$ cat src/rtl/modulo_counter.sv
// Modulo-N up/down counter with synchronous clear/load, registered wrap tick and
// combinational terminal flag. Optional alarm compare enabled by MODCNT_ALARM_EN.
module modulo_counter #(
  parameter int MODULUS = 60,
  parameter int WIDTH   = 6
) (
  input  logic             clk,
  input  logic             rst,
  input  logic             clear,
  input  logic             load,
  input  logic [WIDTH-1:0] load_value,
  input  logic             enable,
  input  logic             up_down,
  output logic [WIDTH-1:0] count,
  output logic             wrap_tick,
  output logic             at_terminal
`ifdef MODCNT_ALARM_EN
  ,
  input  logic [WIDTH-1:0] alarm_value,
  output logic             alarm_tick
`endif
);

  localparam logic [WIDTH-1:0] TERM = WIDTH'(MODULUS - 1);

  logic [WIDTH-1:0] step_value;
  logic [WIDTH-1:0] load_clamped;

  // Terminal compare doubles as the wrap condition for the next enabled step.
  assign at_terminal  = up_down ? (count == TERM) : (count == '0);
  assign load_clamped = (load_value > TERM) ? TERM : load_value;

  always_comb begin
    step_value = count;
    if (up_down) step_value = at_terminal ? '0 : count + 1'b1;
    else         step_value = at_terminal ? TERM : count - 1'b1;
  end

  always_ff @(posedge clk) begin
    if (rst || clear) begin
      count     <= '0;
      wrap_tick <= 1'b0;
    end else if (load) begin
      count     <= load_clamped;
      wrap_tick <= 1'b0;
    end else if (enable) begin
      count     <= step_value;
      wrap_tick <= at_terminal;
    end else begin
      wrap_tick <= 1'b0;
    end
  end

`ifdef MODCNT_ALARM_EN
  // Out-of-range alarm values can never match a legal count; the range check keeps that explicit.
  always_ff @(posedge clk) begin
    if (rst || clear || load) alarm_tick <= 1'b0;
    else alarm_tick <= enable && (step_value == alarm_value) && (alarm_value <= TERM);
  end
`endif

endmodule

$ cat config.mk
export PLATFORM = sky130hd
export DESIGN_NAME = modulo_counter
export DESIGN_NICKNAME = d
export VERILOG_FILES = /design/src/rtl/modulo_counter.sv
export SDC_FILE = /design/constraint.sdc
export NUM_CORES = 1
export LEC_CHECK = 0
export ABC_CLOCK_PERIOD_IN_PS = 3400
export CELL_PAD_IN_SITES_DETAIL_PLACEMENT = 1
export CELL_PAD_IN_SITES_GLOBAL_PLACEMENT = 1
export CORE_MARGIN = 4
export CORE_UTILIZATION = 34
export DETAILED_ROUTE_END_ITERATION = 12
export PLACE_DENSITY_LB_ADDON = 0.1
export SYNTH_ARGS = -nofsm -noshare
export SYNTH_HDL_FRONTEND = slang
export SYNTH_SLANG_ARGS = --single-unit
export TNS_END_PERCENT = 50
$ cat constraint.sdc
create_clock -name clk -period 3.4 [get_ports clk]
set_input_delay 0.34 -clock clk [delete_from_list [all_inputs] [get_ports clk]]
set_output_delay 0.34 -clock clk [all_outputs]
set_load 0.05 [all_outputs]
# Word-level counts from Yosys, hierarchy flattened
# Index checks and enable logic that the tools add are counted.
[totals]
output_inout_bits = 8
in_bits = 12
reg_bits = 7
[op_classes]
magnitude_cmp = 1
bitwise_logic = 1
mux = 7
n_addsub = 2
eq_ne = 1
n_reduce_logical = 4
[ops]
columns = ["op", "n"]
rows = [
  ["$mux 6", 6],
  ["$add 6x1->6 const B", 1],
  ["$eq 6x6->1 const B", 1],
  ["$gt 6x6->1 const B", 1],
  ["$logic_not 6->1", 1],
  ["$sub 6x1->6 const B", 1],
  ["$reduce_or 3->1", 1],
  ["$reduce_bool 2->1", 1],
  ["$logic_or 1x1->1", 1],
  ["$mux 1", 1],
  ["$not 1->1", 1],
]

# Depth between registers and ports, before layout
# Gate-level depths: netlist (run 1).
[depth]
ltp_word = 6
depth_mapped = 6

# Worst setup path after synthesis (run 1)
# OpenSTA, ideal clock, no wires.
[synth_path]
path_kind = "register -> output"
startpoint = "register count[1]"
endpoint = "output port at_terminal"
slack_ps = 947
t_arrival_ps = 2113
path_buffers = 0
required_ps = 3060
path_stages_with_launch = 5
path_cell_list = "dfxtp_1 > ha_1 > nand4_1 > o21a_1 > nor2_1"
[synth_between]
elab_chain_cells = 2
[synth_lines]
columns = ["element", "line_no", "text"]
rows = [
  ["start, declared", "14", "output logic [WIDTH-1:0] count,"],
  ["start signal, assigned", "44", "count <= load_clamped;"],
  ["start signal, assigned", "47", "count <= step_value;"],
  ["$eq 6x6->1 or $logic_not 6->1 (tied branches)", "30", "assign at_terminal = up_down ? (count == TERM) : (count == '0);"],
  ["$mux 1 *", "30", ""],
  ["end, declared", "16", "output logic at_terminal"],
]
# Every way passes the cells marked *; elsewhere a longest branch is shown, timed or not.

# Worst setup path after layout (run 1)
[layout_path]
startpoint = "register count[0]"
endpoint = "output port at_terminal"
# Same word-level chain as after synthesis.

==> results.json, run 1 <==
{
  "status": "completed",
  "syn-instance-count": 90,
  "required_ns": 3.06,
  "synth_ff_type": "dfxtp_1",
  "port_buffers": 19,
  "final_cells": 131,
  "power_per_cell_area_nw_per_um2": 318,
  "cts_buffers": 3,
  "clockBufferDepth": 2,
  "grt_overflow": 0,
  "fin_hold_ws_ns": 0.707,
  "slew_headroom_pct": 65.4,
  "fin_crit_ns": 2.82,
  "worstSetupStartpointType": "flop",
  "syn_nets": 105,
  "routedWlPerCell_um": 16.8,
  "period_share_pct": 82.8,
  "leakagePower_nw": 0.315,
  "diodes": 0,
  "syn_to_final_growth_pct": 30.9,
  "slew_violations": 0,
  "async_flop_share_pct": 0,
  "htree_levels": 1,
  "ctsHoldBuffers": 0,
  "yosysWarnings": 0,
  "io-pin-count": 20,
  "post_cts_resized": 0,
  "ys_types": 41,
  "wl_met2_um": 1030,
  "end_kind": "output pin",
  "path_max_fanout": 8,
  "worst_slew_pin_slew_ns": 0.518,
  "wl_met1_um": 999,
  "root_buffer": "clkbuf_4",
  "synth_top_family_by_area": "simple AND/OR/NAND/NOR gates",
  "drt_iter0_drc": 8,
  "clkSlewWorstSetupHoldPaths_ns": 0.06,
  "setup_tns_ns": 0,
  "nets": 122,
  "dpl.hpwl_um": 1660,
  "hold_viol_final": 0,
  "worst-setup-path-type": "flop to output pin",
  "via_per_inst": 5.93,
  "antenna_found_initial": 0,
  "synth_seq_area_share_pct": 21.1,
  "grt_pass1_wl_um": 3620,
  "drive_gt1_share_pct": 5.66,
  "power_mw": 0.277,
  "synth-simple-area-share_pct": 32.1,
  "nFillCells": 225,
  "start_util_pct": 37.2,
  "cp.arrival_ns": 2.48,
  "dieArea_um2": 2720,
  "totalWireLength_um": 2200,
  "maxCapViolCount": 0,
  "synth.avg_cell_area_um2": 7.37,
  "vdd_drop_max_uv": 139,
  "worstHoldPathType": "input pin to flop",
  "cts.sinks": 7,
  "grt_pass1_vias": 766,
  "numPlacedInstances": 127,
  "post_synth_xor_area_fraction_pct": 0,
  "globalplace.congestion": 0.861,
  "routed.top_layer": "met4",
  "drt.antenna.violating_nets": 0,
  "muxShareOfSynthArea_pct": 3.21,
  "postCtsSetupBuffers": 0,
  "clock_skew_ns": 0.00499,
  "synth_seq_cells": 7,
  "synth_fa_ha_area_share_pct": 5.66,
  "fp-row-count": 15,
  "fp.dieH_um": 52.2,
  "syn_area_um2": 663,
  "rsz0062_at_grt": "false",
  "dr.pass1.iters": 4,
  "coreArea_um2": 1780,
  "synth_edf_count": 0,
  "grt_use_total_pct": 18.4,
  "cts_tree": "done",
  "drcViolationCount": 0,
  "postLayoutCoreUtil_pct": 48.7,
  "setup_violations": 0,
  "grt_max_degree": 16,
  "insertion_delay_ns": 0.26,
  "die_w_um": 52.2,
  "synth_compound_area_share_pct": 29.2,
  "vias": 777,
  "wl_met3_um": 102,
  "max_freq_mhz": 355
}
-- layout by cell type, fill, tap and decap left out, drive strengths merged, types with 2 or more instances in the layout --
master and instances:
clkdlybuf4s50 19, a21oi 7, inv 4, nor2 12
nand3 2, clkbuf 4, nand2 5, dfxtp 7
a31oi 2, o21ai 6, ha 3, o21bai 2
nor3 4, nand4b 3, and3 2
-- cell families after synthesis --
| family | after synthesis |
|---|---|
| buffers and inverters | 11 |
| DFF | 7 |
| muxes | 2 |
| adders and majority gates | 3 |
| AOI/OAI and AO/OA | 29 |
| and+or+nand+nor | 38 |
-- state kept, by name (all words and copies together), names as in the netlist --
signal / flops
wrap_tick: 1
count: 6
-- where the power goes --
group	switching (mW)	internal, mW	leakage [nW]
registers	0.0114	0.0862	0.0573
clock network	0.0362	0.0451	0.0150
logic	0.0552	0.0424	0.242
-- final timing paths --
path	start	to	slack (ns)	cells after the start
setup / recovery	count[0]	at_terminal	0.58	6
setup reg to reg	count[0]	count[2]	1.51	6
hold / removal	load_value[2]	count[2]	0.71	3
hold reg to reg	count[5]	count[5]	0.80	4
-- synthesized netlist by cell type, types with 2 or more instances --
master / count / share of area, %
a21oi_1: 7 / 5.3
a31oi_1: 2 / 1.9
and3_1: 2 / 1.9
buf_2: 4 / 3.0
dfxtp_1: 7 / 21
ha_1: 3 / 5.7
inv_1: 4 / 2.3
nand2_1: 5 / 2.8
nand3_1: 2 / 1.5
nand4b_1: 3 / 4.0
nor2_1: 12 / 6.8
nor3_1: 4 / 3.0
o21ai_0: 6 / 4.5
o21bai_1: 2 / 2.3
-- layout make-up --
type | count | area, um2 | share of cell area (%)
repair buffers | 19 | 190 | 21.9
flip-flops and latches | 7 | 140 | 16.1
multi-input cells | 72 | 465 | 53.6
inverters | 4 | 15.0 | 1.73
well taps | 25 | 31.3 | 3.60
clock buffers | 4 | 26.3 | 3.03
-- stage by stage --
| stage | setup slack [ns] | instance area, um2 |
|---|---|---|
| floorplan | 0.947 | 663 |
| global placement | 0.922 | 842 |
| detailed placement | 0.886 | 842 |
| CTS | 0.599 | 868 |
| global route | 0.471 | 868 |
| finish | 0.584 | 868 |
-- layer usage --
layer,GRT usage (%),vias up
met3,5.44,9
met1,22.3,375
li1,-,372
met5,0,-
met2,28.9,21
met4,10.2,0
-- worst max-delay path, stage by stage (launching register included) --
cell and delay [ns]:
dfxtp_1 0.38, inv_1 0.16, ha_1 0.18, nor4b_2 0.32, a21oi_1 0.20, nor2_1 0.14, clkdlybuf4s50_1 0.82
Note: power is estimated with default switching activity, not from simulation.
==> run 2, diff against run 1 <==
--- a/config.mk
+++ b/config.mk
@@ -5,11 +5,11 @@
 export SDC_FILE = /design/constraint.sdc
 export NUM_CORES = 1
 export LEC_CHECK = 0
-export ABC_CLOCK_PERIOD_IN_PS = 3400
+export ABC_CLOCK_PERIOD_IN_PS = 2600
 export CELL_PAD_IN_SITES_DETAIL_PLACEMENT = 1
 export CELL_PAD_IN_SITES_GLOBAL_PLACEMENT = 1
 export CORE_MARGIN = 4
-export CORE_UTILIZATION = 34
+export CORE_UTILIZATION = 32
 export DETAILED_ROUTE_END_ITERATION = 12
 export PLACE_DENSITY_LB_ADDON = 0.1
 export SYNTH_ARGS = -nofsm -noshare
==> constraint.sdc (replaced) <==
create_clock -name clk -period 2.6 [get_ports clk]
set_input_delay 0.26 -clock clk [delete_from_list [all_inputs] [get_ports clk]]
set_output_delay 0.26 -clock clk [all_outputs]
set_load 0.05 [all_outputs]
==> run 2 against run 1 <==
Sequential power rose by 30%. Core utilization decreased by 4.4 points. Via count down 5.7%. First-iteration DRC count is 75% higher. Worst setup slack worse by 0.13 ns. Clock power up 30%. Routed wire length is 1.5% lower. Sequential cell count stayed put. Die area increased by 5.3%. Critical endpoint unchanged. Largest power group unchanged. Highest routed layer unchanged.
==> results.json, run 2 (synthesis results as in run 1) <==
{
  "worstSetupStartpointType": "flop",
  "routed.top_layer": "met4",
  "dr.pass1.iters": 4,
  "clockBufferDepth": 2,
  "htree_levels": 1,
  "hold_viol_final": 0,
  "post_cts_resized": 0,
  "cts.sinks": 7,
  "drcViolationCount": 0,
  "largest_registers": "count (6), wrap_tick (1)",
  "cts_tree": "done",
  "largest_reg_flops": 6,
  "largest-register": "count",
  "vdd_drop_max_uv": 255,
  "slew_violations": 0,
  "antenna_found_initial": 0,
  "syn_to_final_growth_pct": 30.9,
  "worstHoldPathType": "input pin to flop",
  "nets": 122,
  "routedWlPerCell_um": 16.3,
  "fin_hold_ws_ns": 0.656,
  "coreArea_um2": 1960,
  "drt_iter0_drc": 14,
  "leakagePower_nw": 0.316,
  "worst_slew_pin_slew_ns": 0.501,
  "totalWireLength_um": 2170,
  "clkSlewWorstSetupHoldPaths_ns": 0.05,
  "drt.antenna.violating_nets": 0,
  "dpl.hpwl_um": 1630,
  "maxCapViolCount": 0,
  "insertion_delay_ns": 0.26,
  "port_buffers": 19,
  "final_common_cell": "clkdlybuf4s50_1",
  "required_ns": 2.34,
  "cp.arrival_ns": 1.89,
  "worst-setup-path-type": "flop to output pin",
  "end_kind": "output pin",
  "rsz0062_at_grt": "false",
  "min_from": "load_value[1]",
  "fp-row-count": 16,
  "fin_crit_ns": 2.15,
  "diodes": 0,
  "slew_headroom_pct": 66.5,
  "grt_use_total_pct": 17.4,
  "power_per_cell_area_nw_per_um2": 415,
  "setup_violations": 0,
  "grt_overflow": 0,
  "dieArea_um2": 2860,
  "globalplace.congestion": 0.879,
  "via_per_inst": 5.51,
  "io-pin-count": 20,
  "cp-startpoint": "count[0]",
  "power_mw": 0.360,
  "wl_met2_um": 1040,
  "setup_tns_ns": 0,
  "path_max_fanout": 8,
  "postCtsSetupBuffers": 0,
  "rr_worst_depth": 6,
  "die_w_um": 53.5,
  "status": "completed",
  "clock_skew_ns": 0.00939,
  "wl_met1_um": 1010,
  "final_cell_mix": "clkdlybuf4s50_1 (18), nor2_1 (12), a21oi_1 (7), dfxtp_1 (7), o21ai_0 (6)",
  "r2r_start": "count[0]",
  "fp.dieH_um": 53.5,
  "root_buffer": "clkbuf_4",
  "wl_met3_um": 100,
  "vias": 733,
  "grt_max_degree": 16,
  "start_util_pct": 33.8,
  "max_freq_mhz": 465,
  "grt_pass1_vias": 706,
  "regToRegSetupSlack_ns": 0.67,
  "ctsHoldBuffers": 0,
  "grt_pass1_wl_um": 3510,
  "period_share_pct": 82.6,
  "drive_gt1_share_pct": 6.60,
  "critPathCapture": "at_terminal",
  "r2r_end": "count[2]",
  "cts_buffers": 3
}
## run 2: where the power goes
group / switching [mW] / total (mW) / internal (mW)
registers: 0.0146 / 0.127 / 0.113
clock network: 0.0474 / 0.106 / 0.0590
logic: 0.0714 / 0.126 / 0.0551
## run 2: how the worst min path moves through the flow
stage,to,depth (start not counted)
final,count[1],3
after global routing,count[2],3
after CTS,count[1],3
after detailed placement,count[3],3
after global placement,count[3],3
after floorplan,count[2],2
## run 2: per-layer routing
metal,up-vias,GRT usage [%]
met5,-,0
met4,0,3.83
met3,2,5.35
met2,17,28.4
met1,347,22.3
li1,367,-
## run 2: worst max-delay path: stages (launching register included)
cell     delay, ns
dfxtp_1       0.46
inv_1         0.14
ha_1          0.23
nor4b_2       0.17
a21oi_1       0.35
nor2_1        0.08
buf_4         0.20
## run 2: per-stage QoR
step	setup slack, ns	area (um2)	utilization [%]	instances
2_1_floorplan	0.227	663	-	90
5_1_grt	0.238	868	44.3	133
6_report	0.451	868	44.3	133
3_5_place_dp	0.607	842	42.9	129
4_1_cts	0.458	868	44.3	133
3_3_place_gp	0.755	842	42.9	129
## run 2: area by class of cell
| class | instances | area (um2) |
|---|---|---|
| clock buffers | 4 | 26.3 |
| inverters | 4 | 15.0 |
| repair buffers | 19 | 188 |
| multi-input cells | 72 | 465 |
| flip-flops and latches | 7 | 140 |
| well taps | 27 | 33.8 |
| fillers | 270 | 1090 |
